--- src/rtl/hazard_unit.sv ---
// Hazard detection and operand forwarding for the 5-stage MIPS pipeline, with
// multiply (HI/LO) occupancy tracking and saturating stall/flush event counters.
module hazard_unit #(
    parameter int         MUL_LAT  = 4,
    parameter logic [1:0] LOAD_SEL = 2'b01,
    parameter int         CNT_W    = 16
) (
    input  logic             clk,
    input  logic             rst,
    input  logic [4:0]       rsd,
    input  logic [4:0]       rtd,
    input  logic             branch_d,
    input  logic             jr_d,
    input  logic             hilo_rd_d,
    input  logic             hilo_we_d,
    input  logic [4:0]       rse,
    input  logic [4:0]       rte,
    input  logic [4:0]       rf_wae,
    input  logic             we_rege,
    input  logic [1:0]       dm2rege,
    input  logic             hilo_we_e,
    input  logic [4:0]       rf_wam,
    input  logic             we_regm,
    input  logic [1:0]       dm2regm,
    input  logic [4:0]       rf_waw,
    input  logic             we_regw,
    input  logic             cnt_clr,
    output logic             stall_f,
    output logic             stall_d,
    output logic             flush_e,
    output logic             forward_ad,
    output logic             forward_bd,
    output logic [1:0]       forward_ae,
    output logic [1:0]       forward_be,
    output logic             mul_busy,
    output logic [CNT_W-1:0] stall_cnt,
    output logic [CNT_W-1:0] flush_cnt
);

    localparam logic [3:0]       MUL_LOAD = 4'(MUL_LAT - 1);
    localparam logic [CNT_W-1:0] CNT_MAX  = {CNT_W{1'b1}};

    logic [3:0] mcnt;
    logic       lw_stall;
    logic       br_stall;
    logic       hl_stall;
    logic       stall;
    logic       e_hit_d;
    logic       m_load_hit_d;

    // MEM-stage result is newer than WB, so it wins when both match.
    always_comb begin
        forward_ae = 2'b00;
        if (rse != 5'd0 && we_regm && rse == rf_wam)
            forward_ae = 2'b10;
        else if (rse != 5'd0 && we_regw && rse == rf_waw)
            forward_ae = 2'b01;

        forward_be = 2'b00;
        if (rte != 5'd0 && we_regm && rte == rf_wam)
            forward_be = 2'b10;
        else if (rte != 5'd0 && we_regw && rte == rf_waw)
            forward_be = 2'b01;
    end

    assign forward_ad = (rsd != 5'd0) && we_regm && (rsd == rf_wam);
    assign forward_bd = (rtd != 5'd0) && we_regm && (rtd == rf_wam);

    // Branch/jr compare in decode, so even an ALU result still in E is too late,
    // and a load in M has no value on the alu_outm bypass yet.
    assign e_hit_d      = we_rege && (rf_wae != 5'd0) && (rf_wae == rsd || rf_wae == rtd);
    assign m_load_hit_d = we_regm && (dm2regm == LOAD_SEL) && (rf_wam != 5'd0)
                          && (rf_wam == rsd || rf_wam == rtd);

    assign lw_stall = we_rege && (dm2rege == LOAD_SEL) && (rf_wae != 5'd0)
                      && (rf_wae == rsd || rf_wae == rtd);
    assign br_stall = (branch_d || jr_d) && (e_hit_d || m_load_hit_d);
    assign hl_stall = (hilo_rd_d || hilo_we_d) && (mul_busy || hilo_we_e);
    assign stall    = lw_stall || br_stall || hl_stall;

    assign stall_f = stall;
    assign stall_d = stall;
    assign flush_e = stall;

    // A new HI/LO write is only accepted once the previous countdown is done.
    always_ff @(posedge clk or negedge rst) begin
        if (!rst)
            mcnt <= 4'd0;
        else if (hilo_we_e && mcnt == 4'd0)
            mcnt <= MUL_LOAD;
        else if (mcnt != 4'd0)
            mcnt <= mcnt - 4'd1;
    end

    assign mul_busy = (mcnt != 4'd0);

    always_ff @(posedge clk or negedge rst) begin
        if (!rst) begin
            stall_cnt <= '0;
            flush_cnt <= '0;
        end else if (cnt_clr) begin
            stall_cnt <= '0;
            flush_cnt <= '0;
        end else begin
            if (stall_d && stall_cnt != CNT_MAX)
                stall_cnt <= stall_cnt + 1'b1;
            if (flush_e && flush_cnt != CNT_MAX)
                flush_cnt <= flush_cnt + 1'b1;
        end
    end

endmodule
--- config.mk ---
export PLATFORM = sky130hd
export DESIGN_NAME = hazard_unit
export DESIGN_NICKNAME = d
export VERILOG_FILES = /design/src/rtl/hazard_unit.sv
export SDC_FILE = /design/constraint.sdc
export NUM_CORES = 1
export LEC_CHECK = 0
export ABC_AREA = 1
export CELL_PAD_IN_SITES_DETAIL_PLACEMENT = 2
export CELL_PAD_IN_SITES_GLOBAL_PLACEMENT = 2
export CORE_MARGIN = 2
export CORE_UTILIZATION = 26
export CTS_CLUSTER_DIAMETER = 30
export DETAILED_ROUTE_END_ITERATION = 6
export PLACE_DENSITY_LB_ADDON = 0.1
export SYNTH_ARGS = -nofsm -noshare
export SYNTH_HDL_FRONTEND = slang
export SYNTH_SLANG_ARGS = --single-unit
--- constraint.sdc ---
create_clock -name clk -period 2.39 [get_ports clk]
set_clock_uncertainty 0.1 [all_clocks]
set_input_delay 0.478 -clock clk [delete_from_list [all_inputs] [get_ports clk]]
set_output_delay 0.478 -clock clk [all_outputs]
set_load 0.05 [all_outputs]
# Word-level counts from Yosys, hierarchy flattened
# Cells that the tools add are included.
# Widths: inputs -> output; s select.
# word_totals
word_cells,74
output_inout_bits,42
reg_bits,36
# classes
n_eq_ne,14
n_addsub,3
n_reduce_logical,44
mux,10
# op_table
cell,count
$mux 16,4
$eq 5x5->1,10
$add 16x1->16 const B,2
$ne 16x16->1 const B,2
$reduce_bool 5->1,6
$logic_and 1x1->1,25
$logic_or 1x1->1,8
$mux 4,2
$reduce_bool 2->1,3
$eq 2x1->1 const B,2
$logic_not 4->1,1
$mux 2,2
$reduce_bool 4->1,1
$sub 4x1->4 const B,1
$mux 1,2

# Longest topological paths before layout
# Gate-level depths: netlist of run 1.
# logic_depth
depth_word,11
mapped_depth,15

# Worst setup path before layout of run 1
# No wires, ideal clock.
# synth_timing
path_type,input -> output
start,in rf_wam[0]
end,out forward_be[0]
setup_slack_ns,-1.241
path_buffers,1
arrival_time_ns,3.053
cell_stages,5
t_required_ns,1.812
path_cell_list,buf_2 -> xnor2_1 -> nand4_1 -> nor4_1 -> nor2_1
# synth_between
elab_chain_cells,3
# synth_lines
element,line_no,rtl
from (decl),22,"input logic [4:0] rf_wam,"
$eq 5x5->1,60,if (rte != 5'd0 && we_regm && rte == rf_wam)
$logic_and 1x1->1,60,
$mux 2,60,
to (decl),34,"output logic [1:0] forward_be,"
# No other way between the ends.

# Worst setup path in the final report of run 1
# layout_timing
start,in rsd[3]
end,out stall_d
# layout_between
elab_chain_cells,7
# layout_lines
element,line_no,rtl
from (decl),10,"input logic [4:0] rsd,"
"$eq 5x5->1, on equally long branches","71, 76, 73",
"$logic_or 1x1->1, on equally long branches","71, 76, 73",
"$logic_and 1x1->1, on equally long branches","71, 73",
$logic_or 1x1->1,77,assign br_stall = (branch_d || jr_d) && (e_hit_d || m_load_hit_d);
$logic_and 1x1->1,77,
$logic_or 1x1->1 (*) (2 in series),79,assign stall = lw_stall || br_stall || hl_stall;
to (decl),29,"output logic stall_d,"
# Every way passes the cells marked *; elsewhere a longest branch is shown, timed or not.

==> results of run 1 <==
synth_stat cells, types with 2 or more instances:
library cell | n | share of area
nor3_1 | 10 | 0.016
nor2_1 | 35 | 0.042
buf_4 | 2 | 0.0048
inv_2 | 9 | 0.011
inv_1 | 62 | 0.075
nand2_4 | 3 | 0.011
buf_1 | 3 | 0.0036
dfrtp_1 | 36 | 0.29
nand2_2 | 2 | 0.0040
nand4_1 | 39 | 0.079
clkinv_1 | 2 | 0.0024
ha_1 | 3 | 0.012
xor2_1 | 29 | 0.082
nand3_2 | 7 | 0.023
nor2_4 | 2 | 0.0072
o2111ai_1 | 2 | 0.0056
nand2_1 | 105 | 0.13
nand3_1 | 42 | 0.068
a211oi_1 | 2 | 0.0048
buf_2 | 11 | 0.018
o21ai_1 | 2 | 0.0032
o21ai_0 | 6 | 0.0097
nor4_1 | 4 | 0.0081
xnor2_1 | 16 | 0.045
layout by cell type (no fill, tap or decap), types with 13 or more instances in the layout:
master / synthesis / final
buf_4: 2 / 55
clkdlybuf4s50_1: 0 / 45
dfrtp_1: 36 / 36
dlygate4sd2_1: 0 / 23
inv_1: 62 / 57
inv_2: 9 / 13
nand2_1: 105 / 103
nand3_1: 42 / 41
nand4_1: 39 / 39
nor2_1: 35 / 29
xor2_1: 29 / 29
cell type report:
| class | count | share of cell area |
|---|---|---|
| flip-flops and latches | 36 | 0.183 |
| clock buffers | 5 | 0.0254 |
| well taps | 143 | 0.0363 |
| multi-input cells | 322 | 0.412 |
| clock inverters | 3 | 0.00864 |
| inverters | 73 | 0.0564 |
| repair buffers | 149 | 0.278 |
per-stage QoR:
step / hold slack (ps) / cells
2_1_floorplan: 82.4 / 449
5_1_grt: 113 / 731
6_report: 78.7 / 731
4_1_cts: 108 / 727
3_5_place_dp: 412 / 711
3_3_place_gp: 403 / 711
state kept, by name, indices dropped and copies added, names as in the netlist:
name       cells
flush_cnt     16
stall_cnt     16
mcnt           4
report_power, final:
| part | internal [µW] | total [µW] | switching, µW |
|---|---|---|---|
| sequential | 664 | 727 | 62.3 |
| combinational | 438 | 1030 | 591 |
| clock | 490 | 766 | 276 |
routing by layer:
layer / vias up / global-route usage / wire length (µm)
met2: 53 / 0.358 / 6520
met5: - / 0 / 0
li1: 1722 / - / -
met4: 0 / 0.0512 / 153
met1: 1730 / 0.260 / 5620
met3: 12 / 0.0284 / 274
cell families after synthesis:
family | after synthesis
flops | 36
buf+inv | 91
xor+xnor | 45
simple gates | 256
fa+ha+maj | 3
compound gates | 18
final timing paths:
check / startpoint / end / slack (ps) / cells past startpoint
hold reg to reg: stall_cnt[14] / stall_cnt[14] / 470 / 2
max in group asynchronous: rst / stall_cnt[3] / 1540 / 2
setup / recovery: rsd[3] / stall_d / -10 / 12
hold / removal: rst / mcnt[3] / 80 / 1
setup reg to reg: mcnt[0] / flush_cnt[10] / 150 / 15
min in group clk: stall_cnt[14] / stall_cnt[14] / 470 / 2
what timing repair did:
action                                 4_1_cts  5_1_grt
hold buffers                                 0        0
setup buffers                               10        4
gates resized for setup                     82       19
endpoints found under the hold margin        0        0
pin swaps                                   22       13
setup endpoints to repair                   20       16
==> metrics.cfg, run 1 <==
[outcome]
outcome=complete, but fails checks
violations=negative setup slack

[cts]
cts_tree=yes
clock_latency_ps=280
clock_sinks=36
clk_pin_slew_ps=60
h-tree-depth=2
clock_path_buffers=2
cts_root_buf=clkbuf_16
numCtsBuffers=5

[finish]
post-route-cell-area_um2=4930
fin_util=0.426
fillers=1349
drive_gt1_frac=0.255
regArea_um2=901
area_growth_pct=58.5
multi_input_comb_area_um2=2030
diodes=0
nets=640

[worst_setup_path]
critPathSlowestCell=dlygate4sd2_1
path_delay_family=simple AND/OR/NAND/NOR gates
critPathBufInv=3
cp.required_ps=1810
end_kind=output port
cpMostUsedCell=nand2_1
path_cells=dlygate4sd2_1 -> buf_4 -> nand2_1 -> nand2_1 -> nor2_1 -> nand3_1 -> nand2_1 -> nand2_1 -> nand2_1 -> nand2_2 -> nand2_8 -> buf_12
cp_max_fo=4
critPathArrivalTime_ps=1830
worstSetupPathType=input pin to output port
slowest_delay_ps=250
start_kind=input pin

[floorplanning]
dieArea_um2=12800
design.core.area_um2=11600
num_rows=39
dieWidth_um=113
die-height_um=113
ios=92
initial_core_util=0.269

[yosys]
synth-compound-area-share=0.0374
synth_edf_count=0
synthAdderAreaFrac=0.0121
muxShareOfSynthArea=0
syn_avg_cell_area_um2=6.92
synth_cells=449
yosys_warnings=0
synth_flop_cell=dfrtp_1
ys_ff_latch=36
synth_xor_area_frac=0.127
ys_types=39
synthesis.nets=502
yosysSeqAreaShare=0.290
synth_top_family_by_area=simple AND/OR/NAND/NOR gates
synthSimpleGateAreaFrac=0.409
async_flop_share=1.00
syn_area_um2=3110

[grt]
grt_pass1_vias=3906
grt_antenna_before_repair=0
grt_first_pass_wirelength_um=20600
grt_max_degree=32
grt_use_total=0.203
gr-total-overflow=0

[power_and_ir_drop]
p_leak_uw=0.00249
vdd_ir_drop_max_mv=0.243
power_density_nw_per_um2=512
finalPower_uw=2520

[sta]
finalSetupViolations=3
rsz0062_at_grt=true
setup_ws_ps=-13.0
tns_ps=-38.2
fmax_ghz=0.416
period_minus_slack_ps=2400
tightestPinTransition_ps=562
slew_viol_final=0
fin_crit_sh=1.01
hold_viol=0
max_slew_margin=0.625

[drt]
drtPass1Iterations=4
initialDrtViolationCount=151
final_antenna_net_count=0
wl_per_cell_um=17.2
vias=3517
drc=0
postRouteWirelength_um=12600
vias_per_cell=4.81

[placed_design]
dp_hpwl_um=9280
gp_congestion=0.784
port-buffer-count=91
post-place-ws_ps=-347
place_area_um2=4580

[min_path]
hold_path.class=input pin to asynchronous set/reset pin

[flow_run]
drv_cap=0

Note: power is estimated with default switching activity, not from simulation.
==> inputs of run 2 (changes only) <==
--- a/config.mk
+++ b/config.mk
@@ -13,6 +13,7 @@
 export CTS_CLUSTER_DIAMETER = 30
 export DETAILED_ROUTE_END_ITERATION = 6
 export PLACE_DENSITY_LB_ADDON = 0.1
+export SETUP_SLACK_MARGIN = 0.15
 export SYNTH_ARGS = -nofsm -noshare
 export SYNTH_HDL_FRONTEND = slang
 export SYNTH_SLANG_ARGS = --single-unit
==> metrics.cfg, run 2 (synthesis results as in run 1) <==
[sta]
setup_ws_ps=-25.4  ; -12.4 ps
fin_crit_sh=1.01  ; +0.00519
tightestPinTransition_ps=513  ; -49.6 ps
holdWs_ps=33.1  ; -45.5 ps
hold_viol=0  ; unchanged
fmax_ghz=0.414  ; -0.51%
finalSetupViolations=3  ; unchanged
rsz0062_at_grt=true
period_minus_slack_ps=2420  ; +12.4 ps
max_slew_margin=0.655  ; +0.0299
slew_viol_final=0  ; unchanged

[grt]
grt_pass1_vias=3903  ; -0.077%
grt_use_total=0.198  ; -0.00468
grt_first_pass_wirelength_um=20300  ; -1.5%
grt_antenna_before_repair=0  ; unchanged
gr-total-overflow=0  ; unchanged
grt_max_degree=32  ; unchanged

[cts]
numCtsBuffers=5  ; unchanged
clock_path_buffers=2  ; unchanged
cts_hold_buf=0  ; unchanged
clock_sinks=36  ; unchanged
clk_pin_slew_ps=60  ; about the same
clock_latency_ps=290  ; about the same
cts_tree=yes
cts_root_buf=clkbuf_16
h-tree-depth=2  ; unchanged

[power_and_ir_drop]
power.switching_uw=934  ; +0.51%
finalPower_uw=2560  ; +1.7%
internal_power_uw=1630  ; +2.4%
combPwrFrac=0.417  ; +0.009
power_density_nw_per_um2=497  ; -2.8%
p_seq_frac=0.284  ; -0.004
swShare=0.364  ; -0.00426
p_leak_uw=0.00262  ; +5.4%
clockPowerShare=0.299  ; -0.005
vdd_ir_drop_max_mv=0.275  ; +13%

[drt]
wl_per_cell_um=17.5  ; +1.6%
initialDrtViolationCount=83  ; -45%
vias_per_cell=4.89  ; +1.6%
postRouteWirelength_um=12800  ; +1.8%
drc=0  ; unchanged
final_antenna_net_count=0  ; unchanged
vias=3579  ; +1.8%
drtPass1Iterations=4  ; unchanged

[outcome]
violations=negative setup slack
outcome=complete, but fails checks

[floorplanning]
design.core.area_um2=11600  ; unchanged
initial_core_util=0.269  ; unchanged
dieWidth_um=113  ; unchanged
ios=92  ; unchanged
dieArea_um2=12800  ; unchanged
num_rows=39  ; unchanged
die-height_um=113  ; unchanged

[worst_setup_path]
critPathArrivalTime_ps=1840  ; about the same
cp-endpoint=stall_d
critPathSlowestCell=dfrtp_1
cp.required_ps=1810  ; about the same
critPathBufInv=5  ; +2
cp.depth=11  ; -1
cpMostUsedCell=inv_2
path_delay_family=simple AND/OR/NAND/NOR gates
slowest_delay_ps=390  ; +140 ps
crit_path_start=mcnt[0]
r2r_start=mcnt[0]
r2r-end=flush_cnt[4]
path_cells=inv_2 -> ha_4 -> inv_4 -> nor3_4 -> inv_2 -> or2_4 -> o21ai_2 -> nand2_1 -> clkinv_2 -> nand2_8 -> buf_12
worstSetupPathType=register to output port
end_kind=output port
r2r_slack_ps=100  ; -50 ps
cp_max_fo=4  ; unchanged
rr_worst_depth=16  ; +1
start_kind=register

[flow_run]
drv_cap=0  ; unchanged

[finish]
final_cells=732  ; +0.14%
layout_commonest_cell=nand2_1
drive_gt1_frac=0.324  ; +0.0692
top_regs=flush_cnt: 16 flops, stall_cnt: 16 flops, mcnt: 4 flops
final_cell_mix=nand2_1, inv_1, clkdlybuf4s50_1, buf_4, nand4_1
diodes=0  ; unchanged
area_growth_pct=65.9
nets=641  ; +0.16%

[placed_design]
placedCellCount=711  ; unchanged
port-buffer-count=91  ; unchanged
gp_congestion=0.766  ; -2.3%
dp_hpwl_um=9290  ; +0.12%

[min_path]
hold_path.class=input pin to asynchronous set/reset pin

run 2: timing repair:
action,in CTS,in global routing
setup buffers,6,4
endpoints found under the setup margin,43,45
gates resized for setup,141,70
gates cloned,1,2
pin swaps,22,46
endpoints found under the hold margin,0,0
run 2: routing by layer:
metal	up-vias	part of all wire	track usage	wire (µm)
met5	-	0	0	0
met4	0	0.0076	0.0382	97
met3	7	0.019	0.0284	245
met2	41	0.54	0.362	6850
met1	1800	0.44	0.248	5610
li1	1731	-	-	-
run 2: how the worst min path moves through the flow:
| stage | end | slack (ps) | from |
|---|---|---|---|
| global placement | mcnt[0] | 360 | rst |
| detailed placement | mcnt[0] | 360 | rst |
| floorplan | flush_cnt[0] | 80 | rst |
| finish | mcnt[0] | 30 | rst |
| global route | stall_cnt[14] | 60 | rst |
| CTS | stall_cnt[14] | 60 | rst |
run 2: cell type report:
type / instances / area (µm²)
clock inverter: 2 / 35.0
clock buffer: 6 / 129
tap: 143 / 179
multi-input combinational: 324 / 2190
inverter: 73 / 278
timing repair buffer: 148 / 1440
fill: 1346 / 6410
sequential: 36 / 906
run 2: power groups by stage:
stage	registers (µW)	logic (µW)	clock network (µW)
detailed placement	734	885	0
CTS	723	989	788
global placement	731	852	0
finish	729	1070	766
floorplan	790	479	0
global route	737	1170	808
run 2: stage by stage:
stage	setup TNS (ps)	instance area, µm²	util	setup slack (ps)
CTS	-81.9	4960	0.429	-23.5
global placement	-11080	4600	0.398	-352
detailed placement	-12760	4600	0.398	-367
global route	-526	5150	0.446	-136
finish	-75.3	5150	0.446	-25.4
floorplan	-115	3240	-	-80.0
